### src/rtl/updown_mod_counter_if.sv
// Bus bundle for updown_mod_counter: control/data inputs and count/flag outputs.
interface updown_mod_counter_if #(
    parameter int WIDTH = 8
);
    logic             en;
    logic             up_down;
    logic             load;
    logic [WIDTH-1:0] load_val;
    logic [WIDTH-1:0] limit;
    logic             sat;
    logic             clr_flags;
    logic [WIDTH-1:0] count;
    logic             tc;
    logic             ovf;
    logic             unf;

    modport master (
        output en, up_down, load, load_val, limit, sat, clr_flags,
        input  count, tc, ovf, unf
    );

    modport slave (
        input  en, up_down, load, load_val, limit, sat, clr_flags,
        output count, tc, ovf, unf
    );
endinterface

### src/rtl/updown_mod_counter.sv
// Up/down counter over 0..limit with wrap/saturate, load, and ovf/unf flags.
// Define UDC_STICKY_FLAGS_EN to make ovf/unf sticky until clr_flags.
module updown_mod_counter #(
    parameter int WIDTH = 8
) (
    input  logic                 clk,
    input  logic                 reset_n,
    updown_mod_counter_if.slave  bus
);
    logic [WIDTH-1:0] count_q, count_d;
    logic             ovf_q, ovf_d;
    logic             unf_q, unf_d;
    logic             ovf_evt;
    logic             unf_evt;

    always_comb begin
        count_d = count_q;
        ovf_evt = 1'b0;
        unf_evt = 1'b0;
        if (bus.load) begin
            count_d = (bus.load_val > bus.limit) ? bus.limit : bus.load_val;
        end else if (bus.en) begin
            if (bus.up_down) begin
                // Compare before incrementing so limit = all-ones never carries out.
                if (count_q < bus.limit) begin
                    count_d = count_q + 1'b1;
                end else begin
                    ovf_evt = 1'b1;
                    if (bus.sat && (count_q == bus.limit))
                        count_d = count_q;
                    else
                        count_d = '0;
                end
            end else begin
                if (count_q > bus.limit) begin
                    count_d = bus.limit;
                end else if (count_q == '0) begin
                    unf_evt = 1'b1;
                    count_d = bus.sat ? '0 : bus.limit;
                end else begin
                    count_d = count_q - 1'b1;
                end
            end
        end
    end

`ifdef UDC_STICKY_FLAGS_EN
    // A new event wins over a same-cycle clear.
    always_comb begin
        ovf_d = ovf_evt | (ovf_q & ~bus.clr_flags);
        unf_d = unf_evt | (unf_q & ~bus.clr_flags);
    end
`else
    always_comb begin
        ovf_d = ovf_evt;
        unf_d = unf_evt;
    end
`endif

    always_ff @(posedge clk) begin
        if (!reset_n) begin
            count_q <= '0;
            ovf_q   <= 1'b0;
            unf_q   <= 1'b0;
        end else begin
            count_q <= count_d;
            ovf_q   <= ovf_d;
            unf_q   <= unf_d;
        end
    end

    assign bus.count = count_q;
    assign bus.ovf   = ovf_q;
    assign bus.unf   = unf_q;
    assign bus.tc    = bus.up_down ? (count_q == bus.limit) : (count_q == '0);
endmodule

### src/flat_wrapper.sv
// flat-port wrapper written by rule: the top's interface ports become plain ports
module updown_mod_counter_flat 
#(
    parameter int WIDTH = 8
)
  (clk, reset_n, bus_en, bus_up_down, bus_load, bus_load_val, bus_limit, bus_sat, bus_clr_flags, bus_count, bus_tc, bus_ovf, bus_unf);
  updown_mod_counter_if #(.WIDTH(WIDTH)) bus_i ();
  input  logic clk;
  input  logic reset_n;
  input wire logic [$bits(bus_i.en)-1:0] bus_en;
  input wire logic [$bits(bus_i.up_down)-1:0] bus_up_down;
  input wire logic [$bits(bus_i.load)-1:0] bus_load;
  input wire logic [$bits(bus_i.load_val)-1:0] bus_load_val;
  input wire logic [$bits(bus_i.limit)-1:0] bus_limit;
  input wire logic [$bits(bus_i.sat)-1:0] bus_sat;
  input wire logic [$bits(bus_i.clr_flags)-1:0] bus_clr_flags;
  output wire logic [$bits(bus_i.count)-1:0] bus_count;
  output wire logic [$bits(bus_i.tc)-1:0] bus_tc;
  output wire logic [$bits(bus_i.ovf)-1:0] bus_ovf;
  output wire logic [$bits(bus_i.unf)-1:0] bus_unf;
  assign bus_i.en = bus_en;
  assign bus_i.up_down = bus_up_down;
  assign bus_i.load = bus_load;
  assign bus_i.load_val = bus_load_val;
  assign bus_i.limit = bus_limit;
  assign bus_i.sat = bus_sat;
  assign bus_i.clr_flags = bus_clr_flags;
  assign bus_count = bus_i.count;
  assign bus_tc = bus_i.tc;
  assign bus_ovf = bus_i.ovf;
  assign bus_unf = bus_i.unf;
  updown_mod_counter #(.WIDTH(WIDTH)) u_core (.clk(clk), .reset_n(reset_n), .bus(bus_i));
endmodule
### config.mk
export PLATFORM = sky130hd
export DESIGN_NAME = updown_mod_counter_flat
export DESIGN_NICKNAME = d
export VERILOG_FILES = /design/src/rtl/updown_mod_counter_if.sv /design/src/rtl/updown_mod_counter.sv /design/src/flat_wrapper.sv
export SDC_FILE = /design/constraint.sdc
export NUM_CORES = 1
export LEC_CHECK = 0
export ABC_AREA = 1
export CORE_AREA = 2 2 68 70
export CTS_BUF_LIST = sky130_fd_sc_hd__clkbuf_16
export CTS_CLUSTER_SIZE = 40
export DETAILED_ROUTE_END_ITERATION = 8
export DIE_AREA = 0 0 70 72
export SETUP_SLACK_MARGIN = 0.05
export SLEW_MARGIN = 20
export SYNTH_ARGS = -nofsm -noshare
export SYNTH_HDL_FRONTEND = slang
export SYNTH_SLANG_ARGS = --single-unit
### constraint.sdc
create_clock -name clk -period 2.1 [get_ports clk]
set_input_delay 0.42 -clock clk [delete_from_list [all_inputs] [get_ports clk]]
set_output_delay 0.42 -clock clk [all_outputs]
set_load 0.01 [all_outputs]
Word-level counts from Yosys, hierarchy flattened

Index checks and enable logic that the tools add are counted.
Widths: inputs -> output; s select.

Register bits: 10
Input bits: 23
Output and inout bits: 11
Logic and storage cells: 31

Add/subtract/negate cells: 2
Order comparisons: 3
Eq/ne operators: 2
Mux-type cells: 12
Bitwise logic cells: 3
Reduce and logical (&&, ||, !) cells: 6

Operators with widths:

| operator            | number |
|---|---|
| $mux 8              | 9 |
| $gt 8x8->1          | 2 |
| $add 8x1->8 const B | 1 |
| $eq 8x8->1          | 1 |
| $logic_not 8->1     | 1 |
| $lt 8x8->1          | 1 |
| $sub 8x1->8 const B | 1 |
| $reduce_or 5->1     | 1 |
| $ne 4x3->1 const B  | 1 |
| $reduce_or 4->1     | 1 |
| $mux 1              | 3 |
| $not 1->1           | 3 |
| $reduce_and 2->1    | 1 |
| $reduce_bool 2->1   | 1 |
| $logic_and 1x1->1   | 1 |

Depth between registers and ports, before layout

Gate-level depths: netlist of the first run.

Depth after elaboration: 7
Mapped depth: 16
Depth with buffers taken out: 16

Worst setup path before layout of the first run

No wires, ideal clock.

Path type: input -> output
Start point: input port bus_limit[7]
End point: output port bus_tc
Arrival time: 1.550 ns
Required time: 1.680 ns
Slack: 0.130 ns
Cell stages on the path: 7
Buffers on the path: 1
Cells stage by stage: inv_1 -> ha_1 -> nand2_1 -> nor2_2 -> nand4_2 -> clkbuf_1 -> o21ai_0

Longest elaborated chain between the ends: 2

Ends and longest elaborated chain:

| element         | line                     | text |
|---|---|---|
| start, declared | flat_wrapper.sv:14       | `input wire logic [$bits(bus_i.limit)-1:0] bus_limit;` |
| $eq 8x8->1      | updown_mod_counter.sv:75 | `assign bus.tc = bus.up_down ? (count_q == bus.limit) : (count_q == '0);` |
| $mux 1          | updown_mod_counter.sv:75 |  |
| end, declared   | flat_wrapper.sv:18       | `output wire logic [$bits(bus_i.tc)-1:0] bus_tc;` |

No other way between the ends.

Final worst setup path of the first run

Start point: register u_core.count_q[6] (netlist: u_core.bus.count[6])
End point: output port bus_tc

Longest elaborated chain between the ends: 2

Ends and longest elaborated chain:

| element                                       | line                     | text |
|---|---|---|
| start, declared                               | updown_mod_counter.sv:10 | `logic [WIDTH-1:0] count_q, count_d;` |
| start signal, assigned                        | updown_mod_counter.sv:66 | `count_q <= count_d;` |
| $eq 8x8->1 or $logic_not 8->1 (tied branches) | updown_mod_counter.sv:75 |  |
| $mux 1 (*)                                    | updown_mod_counter.sv:75 |  |

Mark *: on every way between the ends. The rest lies on a longest branch, timed or not.

==> flow_metrics.py, run 1 <==
metrics = {
    "layout": {
        "insertedDiodeCount": 0,
        "drive_above_1_share_pct": 36.4,
        "final_cells": 428,
        "fillCellCount": 397,
        "final_util_pct": 65.3,
        "areaGrowthSynthToFinish_pct": 68.4,
        "num-nets-final": 419,
    },
    "sta": {
        "max_slew_margin_pct": 72.5,
        "maxSlewViolCount": 0,
        "hold_slack_ns": 0.674,
        "fin_crit_ns": 2.00,
        "fmax_ghz": 0.501,
        "clock_skew_ns": 0.00716,
        "worst_pin_slew_ns": 0.402,
        "min_period_over_period_pct": 95.1,
        "rsz0062_at_grt": "yes",
        "finalSetupViolCount": 0,
        "hold_viol": 0,
    },
    "clock_tree": {
        "htree_levels": 1,
        "clock-root-buffer": "clkbuf_16",
        "cts_tree": "built",
        "numCtsBuffers": 3,
        "clkTransAtPathRegs_ns": 0.04,
        "clk_path_buf_depth": 2,
        "clock_latency_ns": 0.24,
        "cts_num_sinks": 10,
    },
    "run_status": {
        "status": "complete, no violations",
    },
    "place": {
        "io_buffers": 32,
        "globalplace.congestion": 0.928,
        "dpl.cell_count": 414,
        "detailed_place_hpwl_um": 4510,
    },
    "power_and_ir_drop": {
        "switching_share_pct": 40.4,
        "power.switching_mw": 0.567,
        "intPower_mw": 0.837,
        "combPwrFrac_pct": 58.6,
        "vdd_drop_max_v": 0.000338,
        "p_clk_share_pct": 25.1,
        "power_density_nw_per_um2": 504,
        "sequentialPowerShare_pct": 16.3,
        "leakage_nw": 1.41,
    },
    "detailed_routing": {
        "vias": 2203,
        "first_pass_iters": 4,
        "ant_nets": 0,
        "wirelength_um": 5880,
        "via_per_inst": 5.15,
        "drc": 0,
        "wire_per_inst_um": 13.7,
        "drt_iter0_drc": 122,
    },
    "yosys": {
        "yosys.area.top_type_share_pct": 21.6,
        "synth.most_common_cell": "nand2_1",
        "synth-edff-count": 0,
        "synth-main-ff-cell": "dfxtp_1",
        "synth.avg_cell_area_sq_um": 5.66,
        "synthTopCellsByArea": "nand2_1 22%, ha_1 14%, dfxtp_1 12%",
        "yosysSeqAreaShare_pct": 12.1,
        "netlist_top_cells_count": "95 x nand2_1, 36 x nand3_1, 33 x nor2_1",
        "synthesis.instances": 292,
        "synthesis.area_sq_um": 1650,
        "synth_seq_cells": 10,
        "syn_nets": 334,
        "yosys_warnings": 0,
        "ys_types": 30,
        "async_reset_ff_share_pct": 0,
        "synth_area_leader_cell": "nand2_1",
    },
    "worst_setup_path": {
        "r2r.worst_path.cells": 14,
        "cpMaxStageDelayCell": "dfxtp_1",
        "crit_chain": "ha_4 -> nand2_4 -> nor2_4 -> nand4_4 -> buf_4 -> o21ai_2 -> buf_2",
        "start_kind": "register",
        "cp_max_fo": 2,
        "end_kind": "output port",
        "required_ns": 1.68,
        "cp.arrival_ns": 1.58,
        "reg2reg_slack_ns": 0.12,
        "cpPeakStageDelay_ns": 0.34,
        "r2r_end": "u_core.bus.count[4]",
        "criticalPathCategory": "register to output port",
        "reg2reg_from": "u_core.bus.count[3]",
    },
    "die": {
        "start_util_pct": 38.8,
        "design.die.area_sq_um": 5040,
        "die_height_um": 72,
        "rows": 24,
        "chipWidth_um": 70,
        "fp.coreArea_sq_um": 4260,
        "ios": 34,
    },
    "min_path": {
        "hold_depth": 5,
        "hp-start": "bus_load_val[4]",
        "min_path_type": "primary input to register",
        "worstHoldEndpoint": "u_core.bus.count[4]",
    },
    "global_routing": {
        "overflow": 0,
        "grt_pass1_wl_um": 9680,
        "antenna_found_initial": 0,
        "grt_max_degree": 17,
        "first_global_vias": 2130,
        "track_usage_pct": 23.7,
    },
    "flow_run": {
        "drv_cap": 0,
    },
}
## layout by cell type, fill, tap and decap left out, drive strengths merged, types with 2 or more instances in the layout
cell type      instances
a21oi                 24
buf                   59
clkbuf                 8
clkdlybuf4s50         17
dfxtp                 10
dlygate4sd2            2
dlymetal6s2s           6
ha                    19
inv                   32
nand2                 97
nand3                 36
nand4                  3
nor2                  41
o21ai                 11
or2                    3
## registers in the layout (all words and copies together) (netlist names)
signal / count
u_core.bus.unf: 1
u_core.bus.ovf: 1
u_core.bus.count: 8
## stage by stage
stage / total power [mW] / setup slack [ns] / cell area, sq um / setup TNS (ns)
global placement: 0.928 / -0.687 / 2360 / -5.27
CTS: 1.36 / 0.0503 / 2680 / 0
detailed placement: 0.934 / -0.675 / 2360 / -5.46
finish: 1.40 / 0.103 / 2780 / 0
global route: 1.50 / 0.0204 / 2780 / 0
floorplan: 0.640 / 0.130 / 1650 / 0
## power by group through the flow
| stage | registers [mW] | clock network [mW] | logic, mW |
|---|---|---|---|
| 2_1_floorplan | 0.243 | 0 | 0.397 |
| 3_3_place_gp | 0.225 | 0 | 0.702 |
| 3_5_place_dp | 0.226 | 0 | 0.708 |
| 4_1_cts | 0.226 | 0.349 | 0.781 |
| 5_1_grt | 0.230 | 0.362 | 0.912 |
| 6_report | 0.229 | 0.353 | 0.823 |
## what timing repair did
item | 4_1_cts | 5_1_grt
hold buffers | 0 | 0
resized for setup | 60 | 37
setup buffers | 6 | 1
gates cloned | 1 | 2
pin swaps | 12 | 11
endpoints found under the setup margin | 10 | 10
## worst max-delay path: cells and delay by family, from the launching register on
family / cells / cell delay (ns)
DFF: 1 / 0.34
buffers and inverters: 2 / 0.30
adders and majority gates: 1 / 0.29
and+or+nand+nor: 3 / 0.28
AOI/OAI and AO/OA: 1 / 0.14
## metal layers
| metal | track usage, % | vias up | share of wire (%) |
|---|---|---|---|
| met4 | 11.1 | 0 | 4.3 |
| met1 | 29.0 | 989 | 43 |
| li1 | - | 1116 | - |
| met5 | 0 | - | 0 |
| met3 | 3.33 | 22 | 4.7 |
| met2 | 41.3 | 76 | 48 |
## worst max-delay path by stage
stage	from	cells after the start	end
final	u_core.bus.count[6]	7	bus_tc
after global routing	u_core.bus.count[3]	14	u_core.bus.count[3]
after detailed placement	bus_limit[6]	8	bus_tc
after CTS	bus_limit[6]	14	u_core.bus.count[4]
after floorplan	bus_limit[7]	7	bus_tc
after global placement	bus_limit[7]	8	bus_tc
## logic make-up after synthesis
family          count (synthesis)  synth area share, %
buf+inv                        41                 9.99
compound gates                 39                 15.1
xor+xnor                        1                0.530
flops                          10                 12.1
simple gates                  182                 47.9
fa+ha+maj                      19                 14.4
## area by class of cell
cell class | instances | area (sq um) | share of cell area (%)
clock buffers | 3 | 75.1 | 2.70
clock inverters | 1 | 3.75 | 0.135
inverters | 32 | 120 | 4.31
multi-input cells | 241 | 1530 | 54.8
flip-flops and latches | 10 | 200 | 7.19
well taps | 52 | 65.1 | 2.34
repair buffers | 89 | 793 | 28.5
Power figures use the tool's default switching activity.
==> inputs of run 2 (changes only) <==
Settings changed: PLACE_DENSITY set to 0.73.
==> run 2 against run 1 <==
  * Maximum frequency grew 0.45%
  * Total power decreased by 3.9%
  * Via count rose by 0.68%
  * Clock skew fell by 0.0048 ns
  * Sequential cell count unchanged
  * Die area unchanged
  * Sequential share of layout area rose by 0.65 points
  * Core utilization down 5.0 points
  * Non-clock buffer count down 14
  * Critical path depth increased by 6
  * Count of clock-buffer cells in the layout did not move
  * Largest power group unchanged
  * Highest routed layer unchanged
==> flow_metrics.py, run 2 (synthesis gave the netlist of run 1 again) <==
metrics = {
    "worst_setup_path": {
        "end_kind": "register",
        "start_kind": "primary input",
        "cp_max_fo": 8,
        "cp.arrival_ns": 2.12,
        "required_ns": 2.23,
        "criticalPathCategory": "primary input to register",
    },
    "sta": {
        "fmax_ghz": 0.503,
        "worst_pin_slew_ns": 0.448,
        "fin_crit_ns": 1.99,
        "clock_skew_ns": 0.00234,
        "tns_ns": 0,
        "maxSlewViolCount": 0,
        "hold_slack_ns": 0.711,
        "finalSetupViolCount": 0,
        "rsz0062_at_grt": "no",
        "max_slew_margin_pct": 69.4,
        "min_period_over_period_pct": 94.6,
        "hold_viol": 0,
    },
    "die": {
        "die_height_um": 72,
        "rows": 24,
        "start_util_pct": 38.8,
        "ios": 34,
        "design.die.area_sq_um": 5040,
        "fp.coreArea_sq_um": 4260,
        "chipWidth_um": 70,
    },
    "clock_tree": {
        "clkTransAtPathRegs_ns": 0.05,
        "numCtsBuffers": 3,
        "cts_tree": "built",
        "ctsHoldBuffers": 0,
        "cts_num_sinks": 10,
        "htree_levels": 1,
        "clock_latency_ns": 0.24,
        "clock-root-buffer": "clkbuf_16",
        "clk_path_buf_depth": 2,
    },
    "layout": {
        "final_common_cell": "nand2_1",
        "most-common-layout-cells": "88 x nand2_1, 39 x buf_4, 36 x nand3_1, 32 x nor2_1, 20 x clkdlybuf4s50_1",
        "areaGrowthSynthToFinish_pct": 55.4,
        "drive_above_1_share_pct": 29.6,
        "largest_reg_flops": 8,
        "num-nets-final": 405,
        "final_util_pct": 60.2,
        "insertedDiodeCount": 0,
    },
    "place": {
        "detailed_place_hpwl_um": 4170,
        "globalplace.congestion": 0.908,
        "io_buffers": 32,
    },
    "detailed_routing": {
        "via_per_inst": 5.36,
        "drt_iter0_drc": 139,
        "drc": 0,
        "wire_per_inst_um": 13.4,
        "vias": 2218,
        "first_pass_iters": 5,
        "wirelength_um": 5550,
        "ant_nets": 0,
    },
    "global_routing": {
        "overflow": 0,
        "grt_max_degree": 17,
        "first_global_vias": 2021,
        "antenna_found_initial": 0,
        "track_usage_pct": 22.2,
        "grt_pass1_wl_um": 9080,
    },
    "power_and_ir_drop": {
        "p_clk_share_pct": 26.4,
        "switching_share_pct": 40.6,
        "power.switching_mw": 0.548,
        "combPwrFrac_pct": 56.8,
        "sequentialPowerShare_pct": 16.8,
        "report.power.total_mw": 1.35,
        "vdd_drop_max_v": 0.000240,
        "power_density_nw_per_um2": 525,
        "leakage_nw": 1.29,
        "intPower_mw": 0.802,
    },
    "run_status": {
        "status": "complete, no violations",
    },
    "min_path": {
        "min_path_type": "register to register",
    },
    "flow_run": {
        "drv_cap": 0,
    },
}
## run 2: changes by cell type in the layout (fill, tap and decap cells not counted), sizes merged
cell and change:
buf -15, dlygate4sd2 +2, clkbuf -1, dlymetal6s2s -3, clkdlybuf4s50 +3
## run 2: critical path: stages
cell and delay (ns):
dlygate4sd2_1 0.20, inv_2 0.05, ha_4 0.27, nand2_4 0.05
nor2_4 0.11, nand4_4 0.09, buf_6 0.13, or2_4 0.23
o22ai_4 0.23, buf_12 0.17, nand2_1 0.06, nand2_2 0.07
a21oi_2 0.03
## run 2: area by class of cell
type	count	area, sq um
fill	388	1700
multi-input combinational	241	1430
timing repair buffer	75	669
sequential	10	201
inverter	32	120
clock buffer	3	75.1
tap	52	65.1
clock inverter	1	3.75
## run 2: routing by layer
| layer | GRT usage [%] | part of all wire (%) | up-vias |
|---|---|---|---|
| li1 | - | - | 1083 |
| met1 | 27.6 | 41 | 996 |
| met2 | 38.4 | 48 | 121 |
| met3 | 2.50 | 8.2 | 18 |
| met4 | 10.5 | 2.4 | 0 |
| met5 | 0 | 0 | - |
## run 2: final timing paths
check / start / end / slack (ns) / depth (start not counted)
max: bus_limit[5] / u_core.bus.count[4] / 0.11 / 13
min: u_core.bus.count[1] / u_core.bus.count[1] / 0.71 / 5
max reg2reg: u_core.bus.count[7] / u_core.bus.count[4] / 0.16 / 11
min reg2reg: u_core.bus.count[1] / u_core.bus.count[1] / 0.71 / 5
## run 2: repair_timing
item                       in CTS  in global routing
gates resized for setup        35                 24
setup buffers                   2                  0
pin swaps                       6                  5
setup endpoints to repair      10                 10
gates cloned                    1                  0
## run 2: metrics by stage
| stage | worst slack, ns | std cells | instance area (sq um) |
|---|---|---|---|
| after global routing | 0.0394 | 414 | 2570 |
| after detailed placement | -0.617 | 407 | 2320 |
| after floorplan | 0.130 | 292 | 1650 |
| final | 0.112 | 414 | 2570 |
| after global placement | -0.666 | 407 | 2320 |
| after CTS | 0.0557 | 414 | 2520 |
## run 2: power groups by stage
stage | sequential [mW] | clock [mW] | combinational, mW
floorplan | 0.243 | 0 | 0.397
global placement | 0.224 | 0 | 0.678
detailed placement | 0.225 | 0 | 0.689
CTS | 0.224 | 0.353 | 0.731
global route | 0.229 | 0.362 | 0.842
finish | 0.227 | 0.356 | 0.766
